==> src/rtl/cursor_overlay_pipe.sv <==
// Two-stage cursor compositor placed between the frame-buffer RGB stream and
// the TMDS encoders. Cursor parameters are shadowed on the new-frame pulse, so
// the overlay never tears mid-frame. Stage 1 computes per-cursor hits.
// Stage 2 picks the winning colour and blanks the pixel outside active draw.
module cursor_overlay_pipe #(
  parameter int unsigned NUM_CURSORS  = 2,
  parameter int unsigned H_WIDTH      = 10,
  parameter int unsigned V_WIDTH      = 9,
  parameter int unsigned THICK        = 1,
  parameter int unsigned ARM_LEN      = 8,
  parameter int unsigned BLINK_FRAMES = 30
) (
  input  logic                       clk_pixel_in,
  input  logic                       rst_n_in,
  input  logic [H_WIDTH-1:0]         hcount_in,
  input  logic [V_WIDTH-1:0]         vcount_in,
  input  logic                       ad_in,
  input  logic                       hs_in,
  input  logic                       vs_in,
  input  logic                       nf_in,
  input  logic [7:0]                 red_in,
  input  logic [7:0]                 green_in,
  input  logic [7:0]                 blue_in,
  input  logic [NUM_CURSORS*H_WIDTH-1:0] cursor_x_in,
  input  logic [NUM_CURSORS*V_WIDTH-1:0] cursor_y_in,
  input  logic [NUM_CURSORS*24-1:0]  cursor_rgb_in,
  input  logic [NUM_CURSORS-1:0]     cursor_en_in,
  input  logic [1:0]                 mode_in,
  input  logic                       blink_en_in,
  output logic [7:0]                 red_out,
  output logic [7:0]                 green_out,
  output logic [7:0]                 blue_out,
  output logic                       ad_out,
  output logic                       hs_out,
  output logic                       vs_out
);

  localparam int unsigned HW1   = H_WIDTH + 1;
  localparam int unsigned VW1   = V_WIDTH + 1;
  localparam int unsigned CNT_W = (BLINK_FRAMES > 1) ? $clog2(BLINK_FRAMES) : 1;

  localparam logic [CNT_W-1:0] CntMax = CNT_W'(BLINK_FRAMES - 1);
  localparam logic [HW1-1:0]   ThickH = HW1'(THICK);
  localparam logic [HW1-1:0]   ArmH   = HW1'(ARM_LEN);
  localparam logic [HW1-1:0]   InnerH = HW1'(ARM_LEN - THICK);
  localparam logic [VW1-1:0]   ThickV = VW1'(THICK);
  localparam logic [VW1-1:0]   ArmV   = VW1'(ARM_LEN);
  localparam logic [VW1-1:0]   InnerV = VW1'(ARM_LEN - THICK);

  // Shadow copies of the cursor configuration
  logic [NUM_CURSORS*H_WIDTH-1:0] sh_x_q, sh_x_d;
  logic [NUM_CURSORS*V_WIDTH-1:0] sh_y_q, sh_y_d;
  logic [NUM_CURSORS*24-1:0]      sh_rgb_q, sh_rgb_d;
  logic [NUM_CURSORS-1:0]         sh_en_q, sh_en_d;
  logic [1:0]                     sh_mode_q, sh_mode_d;
  logic                           sh_blink_en_q, sh_blink_en_d;

  // Blink state; phase 1 means visible
  logic [CNT_W-1:0] fcnt_q, fcnt_d;
  logic             phase_q, phase_d;
  logic             blink_visible;

  // Stage 1
  logic [NUM_CURSORS-1:0]    hit_q, hit_d;
  logic [NUM_CURSORS*24-1:0] rgb_s1_q, rgb_s1_d;
  logic [23:0]               bg_s1_q, bg_s1_d;
  logic [2:0]                tim_s1_q, tim_s1_d;   // {ad, hs, vs}

  // Stage 2
  logic [23:0] pix_q, pix_d;
  logic [2:0]  tim_q, tim_d;

  // Per-cursor distance scratch
  logic [HW1-1:0] hx, cx, dx;
  logic [VW1-1:0] vy, cy, dy;
  logic           shape;

  // Shadow capture on the new-frame pulse
  always_comb begin
    sh_x_d        = sh_x_q;
    sh_y_d        = sh_y_q;
    sh_rgb_d      = sh_rgb_q;
    sh_en_d       = sh_en_q;
    sh_mode_d     = sh_mode_q;
    sh_blink_en_d = sh_blink_en_q;
    if (nf_in) begin
      sh_x_d        = cursor_x_in;
      sh_y_d        = cursor_y_in;
      sh_rgb_d      = cursor_rgb_in;
      sh_en_d       = cursor_en_in;
      sh_mode_d     = mode_in;
      sh_blink_en_d = blink_en_in;
    end
  end

  // Frame counter and blink phase; runs even when blinking is disabled
  always_comb begin
    fcnt_d  = fcnt_q;
    phase_d = phase_q;
    if (nf_in) begin
      if (fcnt_q == CntMax) begin
        fcnt_d  = '0;
        phase_d = ~phase_q;
      end else begin
        fcnt_d = fcnt_q + CNT_W'(1);
      end
    end
  end

  assign blink_visible = ~sh_blink_en_q | phase_q;

  // Stage 1: absolute distances and shape test per cursor
  always_comb begin
    hit_d    = '0;
    hx       = {1'b0, hcount_in};
    vy       = {1'b0, vcount_in};
    cx       = '0;
    cy       = '0;
    dx       = '0;
    dy       = '0;
    shape    = 1'b0;
    rgb_s1_d = sh_rgb_q;
    bg_s1_d  = {red_in, green_in, blue_in};
    tim_s1_d = {ad_in, hs_in, vs_in};
    for (int unsigned i = 0; i < NUM_CURSORS; i++) begin
      cx = {1'b0, sh_x_q[i*H_WIDTH +: H_WIDTH]};
      cy = {1'b0, sh_y_q[i*V_WIDTH +: V_WIDTH]};
      // Plain absolute difference: no wrap, so edge cursors stay on-screen
      dx = (hx >= cx) ? (hx - cx) : (cx - hx);
      dy = (vy >= cy) ? (vy - cy) : (cy - vy);
      case (sh_mode_q)
        2'b00:   shape = (dx <= ThickH) || (dy <= ThickV);
        2'b01:   shape = ((dx <= ThickH) && (dy <= ArmV)) ||
                         ((dy <= ThickV) && (dx <= ArmH));
        2'b10:   shape = (dx <= ArmH) && (dy <= ArmV) &&
                         ((dx >= InnerH) || (dy >= InnerV));
        default: shape = 1'b0;
      endcase
      hit_d[i] = sh_en_q[i] & shape & blink_visible;
    end
  end

  // Stage 2: lowest-index hit wins; blank outside active draw
  always_comb begin
    pix_d = bg_s1_q;
    tim_d = tim_s1_q;
    for (int i = int'(NUM_CURSORS) - 1; i >= 0; i--) begin
      if (hit_q[i]) pix_d = rgb_s1_q[i*24 +: 24];
    end
    if (!tim_s1_q[2]) pix_d = '0;
  end

  // All state registers with asynchronous active-low reset
  always_ff @(posedge clk_pixel_in or negedge rst_n_in) begin
    if (!rst_n_in) begin
      sh_x_q        <= '0;
      sh_y_q        <= '0;
      sh_rgb_q      <= '0;
      sh_en_q       <= '0;
      sh_mode_q     <= '0;
      sh_blink_en_q <= 1'b0;
      fcnt_q        <= '0;
      phase_q       <= 1'b1;
      hit_q         <= '0;
      rgb_s1_q      <= '0;
      bg_s1_q       <= '0;
      tim_s1_q      <= '0;
      pix_q         <= '0;
      tim_q         <= '0;
    end else begin
      sh_x_q        <= sh_x_d;
      sh_y_q        <= sh_y_d;
      sh_rgb_q      <= sh_rgb_d;
      sh_en_q       <= sh_en_d;
      sh_mode_q     <= sh_mode_d;
      sh_blink_en_q <= sh_blink_en_d;
      fcnt_q        <= fcnt_d;
      phase_q       <= phase_d;
      hit_q         <= hit_d;
      rgb_s1_q      <= rgb_s1_d;
      bg_s1_q       <= bg_s1_d;
      tim_s1_q      <= tim_s1_d;
      pix_q         <= pix_d;
      tim_q         <= tim_d;
    end
  end

  assign red_out   = pix_q[23:16];
  assign green_out = pix_q[15:8];
  assign blue_out  = pix_q[7:0];
  assign ad_out    = tim_q[2];
  assign hs_out    = tim_q[1];
  assign vs_out    = tim_q[0];

endmodule
==> config.mk <==
export PLATFORM = sky130hd
export DESIGN_NAME = cursor_overlay_pipe
export DESIGN_NICKNAME = d
export VERILOG_FILES = /design/src/rtl/cursor_overlay_pipe.sv
export SDC_FILE = /design/constraint.sdc
export NUM_CORES = 1
export LEC_CHECK = 0
export BUFFER_PORTS_ARGS = -buffer_cell sky130_fd_sc_hd__clkbuf_2
export CORE_MARGIN = 1.5
export CORE_UTILIZATION = 55
export DETAILED_ROUTE_END_ITERATION = 8
export PLACE_DENSITY = 0.78
export SLEW_MARGIN = 25
export SYNTH_ARGS = -nofsm -noshare
export SYNTH_HDL_FRONTEND = slang
export SYNTH_SLANG_ARGS = --single-unit
==> constraint.sdc <==
create_clock -name clk_pixel_in -period 8.8 [get_ports clk_pixel_in]
set_input_delay 1.32 -clock clk_pixel_in [delete_from_list [all_inputs] [get_ports clk_pixel_in]]
set_output_delay 1.32 -clock clk_pixel_in [all_outputs]
set_load 0.02 [all_outputs]
==> metrics.txt <==
clock latency on the worst-skew pair about 510 ps; gr usage total 23.57%; Root Driver clkbuf_16; synthesized area roughly 11,000 um2; n_diodes 0; Worst Hold Class reg2reg; Hold Vio Cnt, Final 0; starting density of the core around 57%; Pwr Density around 200 nW/um2; RSZ-0062 raised after global routing false; mux cell area share after synthesis 9.809%; syn nets ~1,300; sw frac around 29%; uppermost layer routed met4; CTS Buf Count 22; Slew @ Worst Pin 985.2 ps; WL met3 about 1200 um; Post-Synth XOR/XNOR Area 2.278%; Syn Inst Count 1,055; register area share after synthesis a little under half; CP max FO 3; top cells by area, synth dfrtp_1 46%, ha_1 9.1%, mux2_2 5.8%; Reg-to-Reg Start sh_y_q[0]; clock share of power 35.3%; hold_sp tim_d[1]; fraction of layout cells with a size suffix above 1 between 20 and 25%; P_leak 5.921 nW; Fin Setup TNS 0 ps; DP HPWL around 17,000 um; area of the die 20,420 um2; top cell type's share of synthesized area 46.49%; total power roughly 0.0025 W; DR WL/cell 16.25 um; via count normalized by instance count about 5.5; worst reg2reg path depth 13; Comb power frac between 20 and 25%; Setup crit start kind primary input; Hold Path End tim_q[1]; fillers between 1,500 and 2,000; Psw about 0.00073 W; Adder-Cell Fraction of Synth Area a little over a tenth; Core Util, Final 65.82%; CTS tree yes; PortBufs around 170; # clock sinks 201; Die H roughly 140 um; dominant synthesized flop cell dfrtp_1; nets approximately 1,400; Synth area leader dfrtp_1; Post-synth EDFFs 0; main combinational cell family by area after synthesis compound AO/OA/AOI/OAI gates; CP required 9220 ps; via count of the first global-routing pass a little under 8,000; remaining global-route overflow 0; WL met1 10,380 um; area share of and/or/nand/nor cells after synthesis 11.02%; worst vdd ir 165.5 uV; CTS resizes 0; depth of the CTS H-tree 1; worst hold slack between 300 and 400 ps; Layout area overhead 15.90%; CTS clk-pin slew, worst paths 70 ps; worst rel slew slack between 30 and 40%; final setup fails 0; Synth async-reset ratio 100.0%; commonest non-fill, non-tap cell in the layout dfrtp_1; Pre-Repair DR Iteration Count 5; DRT iter0 DRCs roughly 470; Post-CTS Setup Repair Bufs 0; sequential share of power between 40% and 50%; Longest Clk Path Bufs 3; GPL Wtd Cong between 0.9 and 1; initial antenna violation count 0; crit path time final slightly above 4000 ps; Compound-Gate Fraction of Synth Area roughly 15%; Worst EP arrival ~4600 ps; hold_buf cts 0; DR WL met2 between 10,000 and 15,000 um; final worst-path cycle share 47.15%; FF-to-FF End hit_q[0]; I/O Pins around 170; first-pass GRT wire length about 38,000 um; max_cap viols 0; Core Area roughly 19,000 um2; status finished clean; max-slew violations 0; Hold Crit Depth 0; Chip Width around 140 um; Internal between 0.0015 and 0.002 W; Cell Rows 50; Final ANT Viol Nets 0; Seq cells post-synth 201; R2R setup slack 5310 ps; vias between 8,000 and 9,000; drt drc 0; Synth cell types between 60 and 70; critical path type in2reg; Setup crit end kind flop; final wirelength 23,970 um; largest net degree at the start of global routing 97; Mapped Avg Cell Area just over 10 um2; number of synthesis warnings 0; commonest non-fill, non-tap cells in the layout 200 x dfrtp_1, 164 x clkbuf_2, 98 x o21ai_0, 95 x nand2_1, 86 x inv_1; Achievable Freq ~0.24 GHz; clk_skew 27.47 ps
-- worst max-delay path, stage by stage --
cell      delay [ps]
clkbuf_2         110
inv_1             80
ha_1             180
inv_1             60
fa_1             400
nand3_1          120
a21oi_1           90
a211oi_1         420
mux2i_1          150
a21oi_1          180
a311oi_1          70
o41ai_1          740
and2_1           280
a32oi_1           90
a311oi_1         280
-- how the worst max path moves through the flow --
stage | from | endpoint | slack, ps
3_5_place_dp | hcount_in[2] | hit_q[1] | 4210
4_1_cts | hcount_in[2] | hit_q[1] | 4750
2_1_floorplan | hcount_in[6] | hit_q[1] | 4650
3_3_place_gp | hcount_in[2] | hit_q[1] | 4270
5_1_grt | hcount_in[2] | hit_q[1] | 4540
6_report | vcount_in[0] | hit_q[0] | 4650
-- cells by family (layout without fill, tap and decap cells) --
kind of cell	Yosys count	count (layout)
compound gates	257	257
simple gates	250	250
flops	201	201
buf+inv	136	296
mux	97	97
fa+ha+maj	86	86
xor+xnor	28	28
-- layout make-up --
cell class              count  area, um2  area share [%]
clock buffers              31      655.6           5.255
multi-input cells         718       5209           41.75
flip-flops and latches    201       5031           40.32
inverters                  87      326.6           2.617
well taps                 260      325.3           2.607
clock inverters             7      50.05          0.4011
repair buffers            171      879.6           7.050
-- metal layers --
layer	global-route usage, %	vias up
li1	-	3919
met1	30.67	3879
met2	40.63	256
met4	7.705	0
met3	3.186	51
met5	0	-
-- flip-flops by register name, indices dropped and copies added, names as in the netlist, 3 cells and up --
name,count
sh_y_q,18
rgb_s1_q,48
bg_s1_q,24
tim_q,3
rgb_s1_d,48
fcnt_q,5
sh_x_q,20
pix_q,24
tim_d,3
-- stage by stage --
step	worst slack, ps	instance area [um2]	cells
2_1_floorplan	4653	10770	1055
3_3_place_gp	4268	11770	1437
3_5_place_dp	4213	11770	1437
4_1_cts	4751	12480	1475
5_1_grt	4542	12480	1475
6_report	4651	12480	1475
-- cell usage after synthesis (13+ instances only) --
library cell / number
a21o_1: 14
clkbuf_1: 39
ha_1: 78
and2_1: 29
dfrtp_1: 200
nor3_1: 13
xor2_1: 17
nand3_1: 21
inv_1: 86
nor2_1: 46
a21oi_1: 56
mux2_2: 55
nand2_1: 95
o21ai_0: 98
mux2i_1: 40
-- power groups by stage --
stage	combinational [W]	sequential, W	clock, W
after floorplan	0.000393	0.00107	0
after global placement	0.000540	0.00107	0
after detailed placement	0.000550	0.00108	0
after CTS	0.000555	0.00106	0.000905
after global routing	0.000622	0.00107	0.000936
final	0.000559	0.00106	0.000882
Note: power is estimated with default switching activity, not from simulation.
